$ cat config.mk
export PLATFORM = sky130hd
export DESIGN_NAME = lcd_ctrl
export DESIGN_NICKNAME = d
export VERILOG_FILES = /design/src/rtl/lcd_pkg.sv /design/src/rtl/lcd_timer.sv /design/src/rtl/lcd_ctrl.sv
export SDC_FILE = /design/constraint.sdc
export NUM_CORES = 1
export LEC_CHECK = 0
export BUFFER_PORTS_ARGS = -buffer_cell sky130_fd_sc_hd__buf_2
export CORE_MARGIN = 1
export CORE_UTILIZATION = 30
export CTS_CLUSTER_SIZE = 28
export DETAILED_ROUTE_END_ITERATION = 10
export GPL_TIMING_DRIVEN = 0
export SYNTH_ARGS = -nofsm -noshare
export SYNTH_HDL_FRONTEND = slang
export SYNTH_SLANG_ARGS = --single-unit
$ cat constraint.sdc
create_clock -name i_clk -period 3.46 [get_ports i_clk]
set_input_delay 0.173 -clock i_clk [delete_from_list [all_inputs] [get_ports i_clk]]
set_output_delay 0.173 -clock i_clk [all_outputs]
set_load 0.05 [all_outputs]
$ cat src/rtl/lcd_pkg.sv
// lcd_pkg: state encoding, init command table and clear/home decode for the LCD controller
package lcd_pkg;
    typedef enum logic [2:0] {PWRUP, SETUP, PULSE, HOLD, WAIT, IDLE} lcd_state_e;
    localparam int INIT_N = 4;
    localparam logic [INIT_N-1:0][7:0] INIT_CMDS = {8'h06, 8'h01, 8'h0C, 8'h38};
    function automatic logic is_clr(input logic rs, input logic [7:0] data);
        return !rs && data[7:2] == 6'd0;
    endfunction
    function automatic int max2(input int a, input int b);
        return a > b ? a : b;
    endfunction
endpackage

$ cat src/rtl/lcd_timer.sv
// lcd_timer: loadable down-counter that stops at zero and flags it
module lcd_timer #(
    parameter int W = 8
) (
    input  logic         i_clk,
    input  logic         i_load,
    input  logic [W-1:0] i_val,
    output logic         o_done
);
    logic [W-1:0] cnt;
    always_ff @(posedge i_clk) begin
        if (i_load) cnt <= i_val;
        else if (cnt != '0) cnt <= cnt - 1'b1;
    end
    assign o_done = cnt == '0;
endmodule

$ cat src/rtl/lcd_ctrl.sv
// lcd_ctrl: HD44780 write-only controller with built-in power-up init and bus phase timing
module lcd_ctrl
    import lcd_pkg::*;
#(
    parameter int T_PWRUP = 750000,
    parameter int T_SETUP = 4,
    parameter int T_EN    = 25,
    parameter int T_HOLD  = 4,
    parameter int T_CMD   = 2000,
    parameter int T_CLR   = 82000
) (
    input  logic       i_clk,
    input  logic       i_rst_n,
    input  logic       i_req_vld,
    input  logic       i_req_rs,
    input  logic [7:0] i_req_data,
    output logic       o_req_rdy,
    output logic       o_init_done,
    output logic       o_lcd_on,
    output logic       o_lcd_en,
    output logic       o_lcd_rs,
    output logic       o_lcd_rw,
    output logic [7:0] o_lcd_data
);
    localparam int T_MAX = max2(max2(max2(T_PWRUP, T_SETUP), max2(T_EN, T_HOLD)), max2(T_CMD, T_CLR));
    localparam int W = T_MAX > 1 ? $clog2(T_MAX) : 1;
    localparam logic [W-1:0] L_PWRUP = W'(T_PWRUP - 1);
    localparam logic [W-1:0] L_SETUP = W'(T_SETUP - 1);
    localparam logic [W-1:0] L_EN    = W'(T_EN - 1);
    localparam logic [W-1:0] L_HOLD  = W'(T_HOLD - 1);
    localparam logic [W-1:0] L_CMD   = W'(T_CMD - 1);
    localparam logic [W-1:0] L_CLR   = W'(T_CLR - 1);
    localparam logic [1:0] INIT_LAST = 2'(INIT_N - 1);
    lcd_state_e state;
    logic [1:0] idx;
    logic first, ld, done;
    logic [W-1:0] ld_val;
    // o_lcd_on is still low only in the first PWRUP cycle, which (re)loads the power-up count
    always_comb begin
        first = state == PWRUP && !o_lcd_on;
        ld = !i_rst_n || first || (state == IDLE ? i_req_vld : done);
        ld_val = (!i_rst_n || first) ? L_PWRUP :
                 state == SETUP ? L_EN :
                 state == PULSE ? L_HOLD :
                 state == HOLD  ? (is_clr(o_lcd_rs, o_lcd_data) ? L_CLR : L_CMD) : L_SETUP;
    end
    lcd_timer #(.W(W)) u_timer (
        .i_clk  (i_clk),
        .i_load (ld),
        .i_val  (ld_val),
        .o_done (done)
    );
    always_ff @(posedge i_clk) begin
        if (!i_rst_n) begin
            state       <= PWRUP;
            idx         <= '0;
            o_req_rdy   <= 1'b0;
            o_init_done <= 1'b0;
            o_lcd_on    <= 1'b0;
            o_lcd_en    <= 1'b0;
            o_lcd_rs    <= 1'b0;
            o_lcd_data  <= '0;
        end else begin
            case (state)
                PWRUP: if (!o_lcd_on) o_lcd_on <= 1'b1;
                       else if (done) begin
                           state      <= SETUP;
                           o_lcd_data <= INIT_CMDS[0];
                       end
                SETUP: if (done) begin
                           state    <= PULSE;
                           o_lcd_en <= 1'b1;
                       end
                PULSE: if (done) begin
                           state    <= HOLD;
                           o_lcd_en <= 1'b0;
                       end
                HOLD:  if (done) state <= WAIT;
                WAIT:  if (done) begin
                           if (!o_init_done && idx != INIT_LAST) begin
                               idx        <= idx + 2'd1;
                               state      <= SETUP;
                               o_lcd_data <= INIT_CMDS[idx + 2'd1];
                           end else begin
                               state       <= IDLE;
                               o_req_rdy   <= 1'b1;
                               o_init_done <= 1'b1;
                           end
                       end
                IDLE:  if (i_req_vld) begin
                           state      <= SETUP;
                           o_req_rdy  <= 1'b0;
                           o_lcd_rs   <= i_req_rs;
                           o_lcd_data <= i_req_data;
                       end
                default: state <= PWRUP;
            endcase
        end
    end
    assign o_lcd_rw = 1'b0;
endmodule
==> results by group <==
Floorplanning
  – Die Height: 92.2 µm
  – IO Count: 26
  – Core ar.: 7810 µm²
  – Die W: 92.2 µm
  – # rows: 32
  – Initial Util: 31.3%
  – Die area: 8510 µm²

Layout
  – Core Util, Final: 35.7%
  – Commonest non-fill, non-tap cell in the layout: buf_2
  – Layout Cells excl Fill: 393
  – Final #Nets: 308
  – Synth-to-layout area growth: 14.2%
  – Share of cells above drive strength 1: 19.9%
  – Fillers: 814
  – Commonest non-fill, non-tap cells in the layout: 27 x buf_2, 25 x nand2_1, 20 x edfxtp_1
  – ANT cells: 0
  – Finished Cell Area: 2790 µm²

Power
  – Leakage: 0.985 nW
  – Combinational Power Share: 7.2%
  – Switching portion of total power: 24.5%
  – Sw Pwr: 0.000215 W
  – Maximum vdd drop: 164 µV
  – Register share of total power: 55.7%
  – Cell-internal power: 0.000664 W
  – PwrDens: 315 nW/µm²
  – Clock power share: 37.1%

Global route
  – Global-route usage over all layers: 14.3%
  – First-pass GRT wire length: 9740 µm
  – Number of global-route vias before repair: 2012
  – Initial antenna violation count: 0
  – GRT overflow: 0
  – Largest net degree at the start of global routing: 21

Status
  – Status: finished clean

Routing
  – Drt initial violations: 113
  – Post-route ant nets: 0
  – Vias post-DR: 2097
  – Wire length per cell: 14.9 µm
  – DRC: 0
  – Routed vias/inst: 5.34
  – DRT Wirelength: 5870 µm
  – DR pass1 iterations: 4

STA
  – Fmax: 0.342 GHz
  – TNS Setup: 0 ns
  – Fin crit share: 84.5%
  – Fin Clk Skew: 0.00601 ns
  – Slew margin rel.: 46.5%
  – Setup Viol. Count Final: 0
  – PnR worst setup slack: 0.537 ns
  – RSZ-0062 raised after global routing: no
  – Final min period: 2.92 ns
  – Worst-Margin Slew: 0.796 ns
  – Final Hold Fails: 0
  – Pins Over Slew Limit: 0

Placed design
  – Placer Congestion: 0.908
  – DP Worst Slack: 0.146 ns
  – I/O Buffers: 24
  – Inst Count DP: 384
  – Placed wire-length estimate: 4290 µm
  – Post-place instance area: 2690 µm²

Clock network
  – CTS sink cnt: 38
  – Clock slew at reported path FFs: 0.08 ns
  – Num CTS Buffers: 5
  – Hold_buf cts: 0
  – CTS tree: built
  – Htree depth: 2
  – Skew-Pair Late Insertion Delay: 0.29 ns
  – Clock buffer depth: 2
  – CTS root buffer: clkbuf_8

Critical path
  – CP Cell Sequence: nor4_1 > and2_1 > clkbuf_1 > nand4_1
  – Setup crit end kind: flop
  – CP Class: flop to flop
  – Worst path bufs/invs: 1
  – CP delay by family, top: simple AND/OR/NAND/NOR gates
  – Critical-path top delay cell: nor4_1
  – R2R depth: 4
  – Req. time, crit path: 3.30 ns
  – Worst path depth: 4
  – CP max stage delay: 0.74 ns
  – CP arrival: 2.76 ns
  – Crit path max fanout: 10
  – R2r setup slk: 0.54 ns
  – CP Launch Type: flop

Logic synthesis
  – Ys async rst share: 0%
  – FF+latch count, synth: 38
  – Mean post-synth cell area: 9.47 µm²
  – Top FF cell, synth: edfxtp_1
  – Mapped Cells: 258
  – Mapped Nets: 276
  – Ys Warns: 0
  – Post-synth EDFFs: 20
  – Synth cell types: 61
  – Area of the mapped netlist: 2440 µm²
  – Seq/Total Area, Yosys: 39.3%

Job
  – Max-cap violation count: 0

Hold path
  – Hold/Removal Path Class: primary input to flop
  – Number of cells on the worst hold path: 3
==> metal layers <==
layer	wire length, µm	GRT usage (%)
met5	0	0
met1	2750	19.3
met3	273	2.90
met2	2830	23.9
met4	16	2.21
==> synth_stat cells, drive strengths merged, types with 2 or more instances <==
cell    number  area, µm²
nor4        10       75.1
a211oi       2       15.0
o31a         2       18.8
nand2       25       93.8
a21oi        9       45.0
nor3         8       45.0
a22oi        2       15.0
o21ai       13       72.6
a31o         2       17.5
o211ai       4       30.0
nand4        6       37.5
o22ai        2       12.5
buf          9       60.1
o21a         2       15.0
nand3        9       50.1
edfxtp      20        601
clkbuf      10       37.5
or3          3       18.8
dfxtp       18        360
nor2        11       41.3
inv          8       30.0
mux2         2       22.5
ha           6       75.1
or4          8       67.6
xor2         4       35.0
xnor2        8       70.1
o31ai        3       36.3
nand2b       4       25.0
mux2i       17        170
o41ai        2       17.5
and2         3       18.8
nor4b        3       38.8
and3         2       12.5
a31oi        6       37.5
==> worst paths after layout <==
path / start / endpoint
worst max-delay path: u_timer.cnt[15]$_SDFFCE_PP0P_ / u_timer.cnt[19]$_DFFE_PP_
worst min-delay path: i_req_rs / o_lcd_rs$_SDFFE_PN0P_
worst max register to register: u_timer.cnt[15]$_SDFFCE_PP0P_ / u_timer.cnt[19]$_DFFE_PP_
worst min register to register: o_lcd_data[0]$_SDFFE_PN0P_ / o_lcd_data[0]$_SDFFE_PN0P_
==> area by class of cell <==
type                       instances  area, µm²  share of cell area, %
clock buffer                       6       82.6                   2.96
tap                              102        128                   4.57
multi-input combinational        194       1360                   48.7
clock inverter                     2       11.3                  0.404
timing repair buffer              24        120                   4.30
sequential                        38        961                   34.4
buffer                            19       97.6                   3.50
inverter                           8       30.0                   1.08
==> metrics by stage <==
stage,total power [W],hold slack (ns)
after global routing,0.000911,0.137
after floorplan,0.000541,0.317
final,0.000879,0.126
after global placement,0.000562,0.416
after detailed placement,0.000562,0.424
after CTS,0.000886,0.122
==> flip-flops by register name, summed over array words and instances, names as in the netlist <==
signal,cells
o_init_done,1
o_lcd_en,1
state,3
o_lcd_on,1
u_timer.cnt,20
o_lcd_rs,1
o_req_rdy,1
idx,2
o_lcd_data,8
==> timing repair <==
action / CTS / global route
endpoints found under the setup margin: 0 / 20
setup buffers: 0 / 0
resized for setup: 0 / 0
==> logic make-up (layout without fill, tap and decap cells) <==
family,count (synthesis),count (layout),share of synthesized area (%)
AOI/OAI and AO/OA,55,55,16.0
xor gates and xnor gates,12,12,4.30
adders and majority gates,6,6,3.07
buffers and inverters,27,59,5.23
DFF,38,38,39.3
muxes,19,19,7.89
other,1,1,0.154
and+or+nand+nor,100,101,24.0
==> tightest hold or removal path, cell delays in order <==
cell and delay (ns):
buf_2 0.08, mux2i_1 0.06, nor2_1 0.07
==> power groups by stage <==
stage	Clock, W	Sequential [W]	Combinational, W
3_5_place_dp	0	0.000500	0.0000623
5_1_grt	0.000351	0.000492	0.0000690
6_report	0.000327	0.000490	0.0000629
3_3_place_gp	0	0.000500	0.0000619
4_1_cts	0.000334	0.000490	0.0000626
2_1_floorplan	0	0.000504	0.0000377
No activity file was read; power rests on OpenSTA's default activity.
